$ cat src/rtl/hazard_scoreboard_if.sv
// ID-stage hazard query and pipeline control bundle between the decoder and the scoreboard.
interface hazard_scoreboard_if;
  logic        id_valid;
  logic [4:0]  id_rs;
  logic [4:0]  id_rt;
  logic        id_use_rs;
  logic        id_use_rt;
  logic        id_is_jr;
  logic        id_wr_en;
  logic [4:0]  id_wr_addr;
  logic        id_is_load;
  logic        id_is_md;
  logic        ex_flush;
  logic        pc_write;
  logic        ifid_write;
  logic        idex_bubble;
  logic        ifid_flush;
  logic [31:0] stall_cycles;

  modport master (
    output id_valid, id_rs, id_rt, id_use_rs, id_use_rt, id_is_jr,
           id_wr_en, id_wr_addr, id_is_load, id_is_md, ex_flush,
    input  pc_write, ifid_write, idex_bubble, ifid_flush, stall_cycles
  );

  modport slave (
    input  id_valid, id_rs, id_rt, id_use_rs, id_use_rt, id_is_jr,
           id_wr_en, id_wr_addr, id_is_load, id_is_md, ex_flush,
    output pc_write, ifid_write, idex_bubble, ifid_flush, stall_cycles
  );
endinterface

$ cat src/rtl/hazard_scoreboard.sv
// Per-register write-latency countdowns; produces stall/bubble/flush controls for the ID stage
// and a free-running stall cycle counter.
module hazard_scoreboard #(
  parameter int unsigned CNT_W    = 3,
  parameter int unsigned LOAD_LAT = 2,
  parameter int unsigned ALU_LAT  = 1,
  parameter int unsigned MD_LAT   = 5
) (
  input  logic           clk,
  input  logic           reset,
  hazard_scoreboard_if.slave hs
);

  typedef logic [CNT_W-1:0] cnt_t;

  if (MD_LAT >= (1 << CNT_W)) begin : g_md_lat_check
    $error("MD_LAT does not fit in CNT_W bits");
  end

  cnt_t        cnt_q [1:31];
  cnt_t        cnt_d [1:31];
  logic [31:0] stall_cycles_q;
  logic [31:0] stall_cycles_d;

  cnt_t rs_cnt;
  cnt_t rt_cnt;
  cnt_t wa_cnt;
  cnt_t new_lat;
  logic rs_haz;
  logic rt_haz;
  logic jr_haz;
  logic waw_haz;
  logic stall;
  logic issue;

  // Register 0 has no entry, so every lookup defaults to zero.
  always_comb begin
    rs_cnt = '0;
    rt_cnt = '0;
    wa_cnt = '0;
    for (int i = 1; i < 32; i++) begin
      if (hs.id_rs == 5'(i))      rs_cnt = cnt_q[i];
      if (hs.id_rt == 5'(i))      rt_cnt = cnt_q[i];
      if (hs.id_wr_addr == 5'(i)) wa_cnt = cnt_q[i];
    end
  end

  always_comb begin
    new_lat = cnt_t'(ALU_LAT);
    if (hs.id_is_md) begin
      new_lat = cnt_t'(MD_LAT);
    end else if (hs.id_is_load) begin
      new_lat = cnt_t'(LOAD_LAT);
    end
  end

  // Normal operands tolerate cnt==1 via forwarding; JR reads rs in ID so it cannot.
  always_comb begin
    rs_haz  = hs.id_use_rs & ~hs.id_is_jr & (rs_cnt >= cnt_t'(2));
    jr_haz  = hs.id_is_jr & (rs_cnt >= cnt_t'(1));
    rt_haz  = hs.id_use_rt & (rt_cnt >= cnt_t'(2));
    waw_haz = hs.id_wr_en & (hs.id_wr_addr != 5'd0) & (wa_cnt > new_lat);
    stall   = hs.id_valid & (rs_haz | rt_haz | jr_haz | waw_haz);
    issue   = hs.id_valid & ~stall & ~hs.ex_flush;
  end

  always_comb begin
    for (int i = 1; i < 32; i++) begin
      cnt_d[i] = (cnt_q[i] != '0) ? cnt_q[i] - cnt_t'(1) : '0;
      if (issue && hs.id_wr_en && (hs.id_wr_addr == 5'(i))) begin
        cnt_d[i] = new_lat;
      end
    end
    stall_cycles_d = stall_cycles_q + 32'(stall & ~hs.ex_flush);
  end

  always_ff @(posedge clk or posedge reset) begin
    if (reset) begin
      for (int i = 1; i < 32; i++) begin
        cnt_q[i] <= '0;
      end
      stall_cycles_q <= '0;
    end else begin
      for (int i = 1; i < 32; i++) begin
        cnt_q[i] <= cnt_d[i];
      end
      stall_cycles_q <= stall_cycles_d;
    end
  end

  // Flush wins over stall: the stalled ID instruction is being killed anyway.
  always_comb begin
    hs.pc_write    = 1'b1;
    hs.ifid_write  = 1'b1;
    hs.idex_bubble = 1'b0;
    hs.ifid_flush  = 1'b0;
    if (hs.ex_flush) begin
      hs.idex_bubble = 1'b1;
      hs.ifid_flush  = 1'b1;
    end else if (stall) begin
      hs.pc_write    = 1'b0;
      hs.ifid_write  = 1'b0;
      hs.idex_bubble = 1'b1;
    end
  end

  assign hs.stall_cycles = stall_cycles_q;

endmodule
$ cat src/flat_wrapper.sv
// flat-port wrapper written by rule: the top's interface ports become plain ports
module hazard_scoreboard_flat 
#(
  parameter int unsigned CNT_W    = 3,
  parameter int unsigned LOAD_LAT = 2,
  parameter int unsigned ALU_LAT  = 1,
  parameter int unsigned MD_LAT   = 5
)
  (clk, reset, hs_id_valid, hs_id_rs, hs_id_rt, hs_id_use_rs, hs_id_use_rt, hs_id_is_jr, hs_id_wr_en, hs_id_wr_addr, hs_id_is_load, hs_id_is_md, hs_ex_flush, hs_pc_write, hs_ifid_write, hs_idex_bubble, hs_ifid_flush, hs_stall_cycles);
  hazard_scoreboard_if hs_i ();
  input  logic clk;
  input  logic reset;
  input wire logic [$bits(hs_i.id_valid)-1:0] hs_id_valid;
  input wire logic [$bits(hs_i.id_rs)-1:0] hs_id_rs;
  input wire logic [$bits(hs_i.id_rt)-1:0] hs_id_rt;
  input wire logic [$bits(hs_i.id_use_rs)-1:0] hs_id_use_rs;
  input wire logic [$bits(hs_i.id_use_rt)-1:0] hs_id_use_rt;
  input wire logic [$bits(hs_i.id_is_jr)-1:0] hs_id_is_jr;
  input wire logic [$bits(hs_i.id_wr_en)-1:0] hs_id_wr_en;
  input wire logic [$bits(hs_i.id_wr_addr)-1:0] hs_id_wr_addr;
  input wire logic [$bits(hs_i.id_is_load)-1:0] hs_id_is_load;
  input wire logic [$bits(hs_i.id_is_md)-1:0] hs_id_is_md;
  input wire logic [$bits(hs_i.ex_flush)-1:0] hs_ex_flush;
  output wire logic [$bits(hs_i.pc_write)-1:0] hs_pc_write;
  output wire logic [$bits(hs_i.ifid_write)-1:0] hs_ifid_write;
  output wire logic [$bits(hs_i.idex_bubble)-1:0] hs_idex_bubble;
  output wire logic [$bits(hs_i.ifid_flush)-1:0] hs_ifid_flush;
  output wire logic [$bits(hs_i.stall_cycles)-1:0] hs_stall_cycles;
  assign hs_i.id_valid = hs_id_valid;
  assign hs_i.id_rs = hs_id_rs;
  assign hs_i.id_rt = hs_id_rt;
  assign hs_i.id_use_rs = hs_id_use_rs;
  assign hs_i.id_use_rt = hs_id_use_rt;
  assign hs_i.id_is_jr = hs_id_is_jr;
  assign hs_i.id_wr_en = hs_id_wr_en;
  assign hs_i.id_wr_addr = hs_id_wr_addr;
  assign hs_i.id_is_load = hs_id_is_load;
  assign hs_i.id_is_md = hs_id_is_md;
  assign hs_i.ex_flush = hs_ex_flush;
  assign hs_pc_write = hs_i.pc_write;
  assign hs_ifid_write = hs_i.ifid_write;
  assign hs_idex_bubble = hs_i.idex_bubble;
  assign hs_ifid_flush = hs_i.ifid_flush;
  assign hs_stall_cycles = hs_i.stall_cycles;
  hazard_scoreboard #(.CNT_W(CNT_W), .LOAD_LAT(LOAD_LAT), .ALU_LAT(ALU_LAT), .MD_LAT(MD_LAT)) u_core (.clk(clk), .reset(reset), .hs(hs_i));
endmodule
$ cat config.mk
export PLATFORM = sky130hd
export DESIGN_NAME = hazard_scoreboard_flat
export DESIGN_NICKNAME = d
export VERILOG_FILES = /design/src/rtl/hazard_scoreboard_if.sv /design/src/rtl/hazard_scoreboard.sv /design/src/flat_wrapper.sv
export SDC_FILE = /design/constraint.sdc
export NUM_CORES = 1
export LEC_CHECK = 0
export BUFFER_PORTS_ARGS = -buffer_cell sky130_fd_sc_hd__buf_2
export CORE_AREA = 8 8 197 199
export CTS_BUF_LIST = sky130_fd_sc_hd__clkbuf_16
export DETAILED_ROUTE_END_ITERATION = 10
export DIE_AREA = 0 0 205 207
export GPL_TIMING_DRIVEN = 0
export PLACE_DENSITY_LB_ADDON = 0.25
export SLEW_MARGIN = 15
export SYNTH_ARGS = -nofsm -noshare
export SYNTH_HDL_FRONTEND = slang
export SYNTH_SLANG_ARGS = --single-unit
$ cat constraint.sdc
create_clock -name clk -period 7 [get_ports clk]
set_input_delay 1.4 -clock clk [delete_from_list [all_inputs] [get_ports clk]]
set_output_delay 1.4 -clock clk [all_outputs]
set_load 0.02 [all_outputs]
[Yosys cells after proc, flatten, opt, wreduce, memory -nomap -nowiden]
Index checks and enable logic that the tools add are counted.
Storage, ports and cells
  register bits after elaboration: 125
Operators by class
  bitwise gates (word level): 17
  $lt $le $gt $ge: 4
  reductions and logical operators: 64
  eq/ne operators: 93
  multiplexer cells: 162
  $add $sub $neg: 32
Operators by type and width (count)
  $mux 3: 156
  $eq 5x5->1 const B: 48
  $eq 5x4->1 const B: 24
  $reduce_bool 3->1: 31
  $sub 3x1->3 const B: 31
  $eq 5x3->1 const B: 12
  $add 32x32->32: 1
  $and 1x32->32: 1
  $logic_and 1x1->1: 32
  $not 1->32: 1
  $eq 5x2->1 const B: 6
  $eq 5x1->1 const B: 3
  $and 1x1->1: 9
  $ge 3x2->1 const B: 2
  $mux 1: 5
  $reduce_bool 5->1: 1
  $ge 3x1->1 const B: 1
  $gt 3x3->1: 1
  $not 1->1: 3
  $or 1x1->1: 3
  $mux 2: 1

[Longest topological paths before layout]
  depth after elaboration: 44
  gate-level depth with buffers: 29
  depth with buffers taken out: 25

[Least setup slack after synthesis]
Ideal clock, no wire load.
  path type: input to output
  start: input hs_id_wr_addr[0]
  end: output hs_pc_write
  buffers on the path: 6
  slack: 0.220 ns
  stages on the path: 19
  arrival time: 5.380 ns
  cells stage by stage: clkbuf_1 > clkbuf_1 > clkbuf_1 > buf_1 > o21ai_0 > a22oi_1 > o22ai_1 > o31ai_1 > nand3_1 > ha_1 > a21o_1 > a21oi_1 > o22ai_1 > nor4_2 > o2111ai_2 > buf_4 > or2_2 > nand2_1 > buf_4
On the way
  longest elaborated chain between the ends: 38
RTL lines
  from (decl): RTL line flat_wrapper.sv:20  | input wire logic [$bits(hs_i.id_wr_addr)-1:0] hs_id_wr_addr;
  $eq 5x1->1: RTL line hazard_scoreboard.sv:44  | if (hs.id_wr_addr == 5'(i)) wa_cnt = cnt_q[i];
  $mux 3 (31 in a row): RTL line hazard_scoreboard.sv:44
  $gt 3x3->1: RTL line hazard_scoreboard.sv:62  | waw_haz = hs.id_wr_en & (hs.id_wr_addr != 5'd0) & (wa_cnt > new_lat);
  $and 1x1->1 (*): RTL line hazard_scoreboard.sv:62
  $or 1x1->1 (*): RTL line hazard_scoreboard.sv:63  | stall = hs.id_valid & (rs_haz | rt_haz | jr_haz | waw_haz);
  $and 1x1->1 (*): RTL line hazard_scoreboard.sv:63
  $mux 1 (*) (2 in a row)
  to (decl): RTL line flat_wrapper.sv:24  | output wire logic [$bits(hs_i.pc_write)-1:0] hs_pc_write;
Every way passes the cells marked *; elsewhere a longest branch is shown, timed or not.

[Worst setup path in the final report]
  start: input hs_id_wr_addr[0]
  end: output hs_pc_write
On the way
  longest elaborated chain between the ends: 38
RTL lines
  $eq 5x1->1: RTL line hazard_scoreboard.sv:44
  $mux 3 (31 in a row): RTL line hazard_scoreboard.sv:44
  $gt 3x3->1: RTL line hazard_scoreboard.sv:62
  $and 1x1->1 (*): RTL line hazard_scoreboard.sv:62
  $or 1x1->1 (*): RTL line hazard_scoreboard.sv:63
  $and 1x1->1 (*): RTL line hazard_scoreboard.sv:63
  $mux 1 (*): RTL line hazard_scoreboard.sv:100  | end else if (stall) begin
  $mux 1 (*): RTL line hazard_scoreboard.sv:97  | if (hs.ex_flush) begin
Marked as above.

==> key figures <==
Setup path
  – Worst path cell trace: buf_2 -> clkbuf_4 -> nor2b_4 -> buf_2 -> a22oi_1 -> o21ai_0 -> a211oi_1 -> a21oi_1 -> o31ai_2 -> nand3_1 -> ha_1 -> a21o_1 -> a21oi_2 -> o22ai_2 -> nor4_4 -> o2111ai_4 -> buf_12 -> or2_2 -> nand2_1 -> buf_4 -> buf_2
  – RR Endpoint: u_core.hs.stall_cycles[28]$_DFF_PP0_
  – Most used cell, CP: buf_2
  – Crit end category: primary output
  – Setup crit start kind: input pin
  – WP data required: 5.60 ns
  – Reg2reg start: u_core.cnt_q[83]$_DFF_PP0_
  – CP Class: in2out
  – R2r worst-path depth: 25
  – Slowest cell delay on critical path: 0.33 ns
  – Slowest-stage cell, CP: o31ai_2
  – Largest fanout on the critical path: 10
  – Critical Path AT: 5.50 ns
  – Flop-to-flop setup slack: 1.29 ns

Synth
  – Post-Synthesis Net Count: 1277
  – Yosys reg bits: 125
  – Fraction of the mapped netlist area in adder cells: 7.97%
  – Post-Syn Area: 0.0105 mm^2
  – Post-Synthesis Cells: 1185
  – Register area share after synthesis: 29.7%
  – Post-synthesis compound-gate area fraction: 16.0%
  – Yosys cell types: 82
  – Most common cell in the netlist: dfrtp_1
  – Synth top area share: 29.7%
  – Synthesized area per cell: 8.87 um^2
  – EDFF count, synth: 0
  – Multiplexer area fraction after synthesis: 13.4%
  – Async SR Flop Fraction: 100%
  – Cell type with the largest total area after synthesis: dfrtp_1
  – Synth Area in XOR/XNOR: 2.50%
  – Synth Warn #: 0
  – Top cells by count, synth: dfrtp_1 (125), nor2_1 (101), a21oi_1 (81), inv_1 (78), nand2_1 (73)
  – Top FF cell, synth: dfrtp_1
  – Most area-consuming cells after synthesis: dfrtp_1 (30%), ha_1 (8.0%), mux2_2 (7.0%), mux2i_1 (4.3%), a21oi_1 (3.9%)
  – Synth Area in Simple Gates: 24.3%
  – Largest family of logic cells by synthesized area: simple AND/OR/NAND/NOR gates

Global route
  – Total track usage: 19.5%
  – First-pass GRT wire length: 63000 um
  – Number of global-route vias before repair: 9752
  – Initial antenna violation count: 1
  – Global route total overflow: 0
  – Pin count of the biggest net entering global routing: 71

Power
  – Leak: 5.32 nW
  – Pwr Density: 193 mW/mm^2
  – Maximum vdd ir drop: 0.000179 V
  – Tot Pwr: 2.37 mW

Drt
  – Number of vias per cell: 5.61
  – Detail Route Antenna Nets: 0
  – Residual DRC count: 0
  – WL/cell: 23.8 um
  – TritonRoute pass-1 iters: 5
  – WL final: 41800 um
  – DR iter-0 viols: 1105
  – Vias post-DR: 9856

STA
  – Tmin final: 6.90 ns
  – Hold slack final: 0.478 ns
  – Fin. Hold Viols: 0
  – Max Transition Viols Final: 0
  – Total Neg Setup Slack: 0 ns
  – Final Skew: 0.0179 ns
  – Worst slew margin: 31.1%
  – Actual slew at the worst max-slew pin: 1.03 ns
  – Peak Freq: 0.145 GHz
  – Tcrit/Tclk final: 98.6%
  – Setup-failing EPs final: 0

Clocking
  – H-tree levels: 4
  – Clock latency on the worst-skew pair: 0.46 ns
  – Hold Buf Count CTS: 0
  – Clk root buf: clkbuf_16
  – TritonCTS clock tree: done
  – Clock Sinks: 125
  – Clock-pin slew on the worst setup and hold paths: 0.06 ns
  – Num CTS Buffers: 17
  – CTS Buffer Depth: 2

Layout
  – Fill cell count: 3759
  – Reg area: 0.00313 mm^2
  – Non-Filler Instances: 1756
  – Inserted Diodes: 0
  – # nets final: 1367
  – Layout cells sized above 1: 24.1%
  – Area Growth Syn to Fin: 16.6%
  – Multi-input logic area: 0.00683 mm^2
  – Fin area: 0.0123 mm^2

Die
  – # rows: 70
  – Boundary Pins: 61
  – Die W: 205 um
  – Initial Util: 29.3%
  – Die height: 207 um
  – Core area: 0.0359 mm^2
  – Die area: 0.0424 mm^2

Hold path
  – Worst hold endpoint: u_core.hs.stall_cycles[31]$_DFF_PP0_
  – Hold WC Path Type: reg2reg
  – Hold path startpoint: u_core.hs.stall_cycles[31]$_DFF_PP0_
  – Hold Path Cell Cnt: 1

Run status
  – Status: finished, final reports clean

Placed design
  – Placed inst area: 0.0114 mm^2
  – Gpl congestion: 0.976
  – PortBufs: 58
  – # placed instances: 1712
  – Post-DP HPWL: 31100 um

Job
  – # Max-Cap Violations: 0
==> critical path: cells and delay by family <==
| kind | cells | cell delay, ns |
|---|---|---|
| AO/OA/AOI/OAI | 9 | 1.74 |
| adder cells (fa/ha/maj) | 1 | 0.32 |
| buffers and inverters | 6 | 1.01 |
| AND/OR/NAND/NOR | 5 | 1.01 |
==> what timing repair did <==
action	in CTS	in global routing
endpoints found under the setup margin	30	7
setup buffers	1	12
resized for setup	30	27
pin swaps	3	6
==> sequential cells by signal (all words and copies together), names as in the netlist <==
name	count
u_core.cnt_q	93
u_core.hs.stall_cycles	32
==> worst max path at each step <==
stage / from / to / slack (ns) / depth (start not counted)
final: hs_id_wr_addr[0] / hs_pc_write / 0.10 / 21
after CTS: hs_id_wr_addr[2] / hs_pc_write / 0.02 / 21
after detailed placement: hs_id_wr_addr[0] / u_core.hs.stall_cycles[24]$_DFF_PP0_ / -1.36 / 28
after floorplan: hs_id_wr_addr[0] / hs_pc_write / 0.22 / 19
after global placement: hs_id_wr_addr[0] / u_core.hs.stall_cycles[24]$_DFF_PP0_ / -1.42 / 28
after global routing: hs_id_wr_addr[0] / hs_pc_write / -0.06 / 21
==> cell usage in the layout, fill, tap and decap left out, drive strengths merged, types with 5 or more instances in the layout <==
| master | n |
|---|---|
| buf | 112 |
| o22ai | 18 |
| nor2 | 101 |
| nand3b | 13 |
| nor4 | 10 |
| o211ai | 12 |
| nand2b | 21 |
| and3 | 7 |
| xnor2 | 23 |
| a221oi | 6 |
| nand4 | 8 |
| o21ai | 50 |
| clkinv | 6 |
| nand2 | 73 |
| a31oi | 7 |
| o32ai | 9 |
| nor2b | 16 |
| dfrtp | 125 |
| mux2i | 45 |
| o221ai | 7 |
| a211oi | 10 |
| mux2 | 75 |
| or2 | 34 |
| nand3 | 29 |
| xor2 | 7 |
| clkbuf | 49 |
| ha | 67 |
| inv | 86 |
| or3b | 7 |
| and2 | 35 |
| a21oi | 81 |
| nor3b | 6 |
| nor3 | 50 |
| mux4 | 5 |
==> routing by layer <==
layer | share of wire [%] | GRT usage [%] | vias to the layer above
li1 | - | - | 4403
met1 | 44 | 26.6 | 4809
met2 | 43 | 28.4 | 519
met3 | 7.8 | 4.42 | 123
met4 | 5.4 | 10.3 | 2
met5 | 0.031 | 0 | -
==> stage by stage <==
stage / setup WS, ns / util (%)
after floorplan: 0.220 / -
after global placement: -1.42 / 31.7
after detailed placement: -1.36 / 31.8
after CTS: 0.0232 / 33.7
after global routing: -0.0610 / 34.1
final: 0.101 / 34.1
==> power by group <==
part           leakage, nW  internal (mW)  switching [mW]
logic                 3.31          0.224           0.362
clock network        0.285          0.479           0.419
registers             1.73          0.779           0.102
total                 5.32           1.48           0.884
==> cells by family (layout without fill, tap and decap cells) <==
| logic type | count (synthesis) | after routing |
|---|---|---|
| fa+ha+maj | 67 | 67 |
| simple gates | 431 | 431 |
| mux | 125 | 125 |
| flops | 125 | 125 |
| xor+xnor | 30 | 30 |
| compound gates | 255 | 255 |
| buf+inv | 152 | 255 |
==> cell type report <==
type / count / area share [%]
inverters: 79 / 2.48
flip-flops and latches: 125 / 25.5
well taps: 468 / 4.78
repair buffers: 72 / 3.39
clock inverters: 15 / 1.40
plain buffers: 72 / 3.23
multi-input cells: 908 / 55.7
clock buffers: 17 / 3.47
Note: power is estimated with default switching activity, not from simulation.
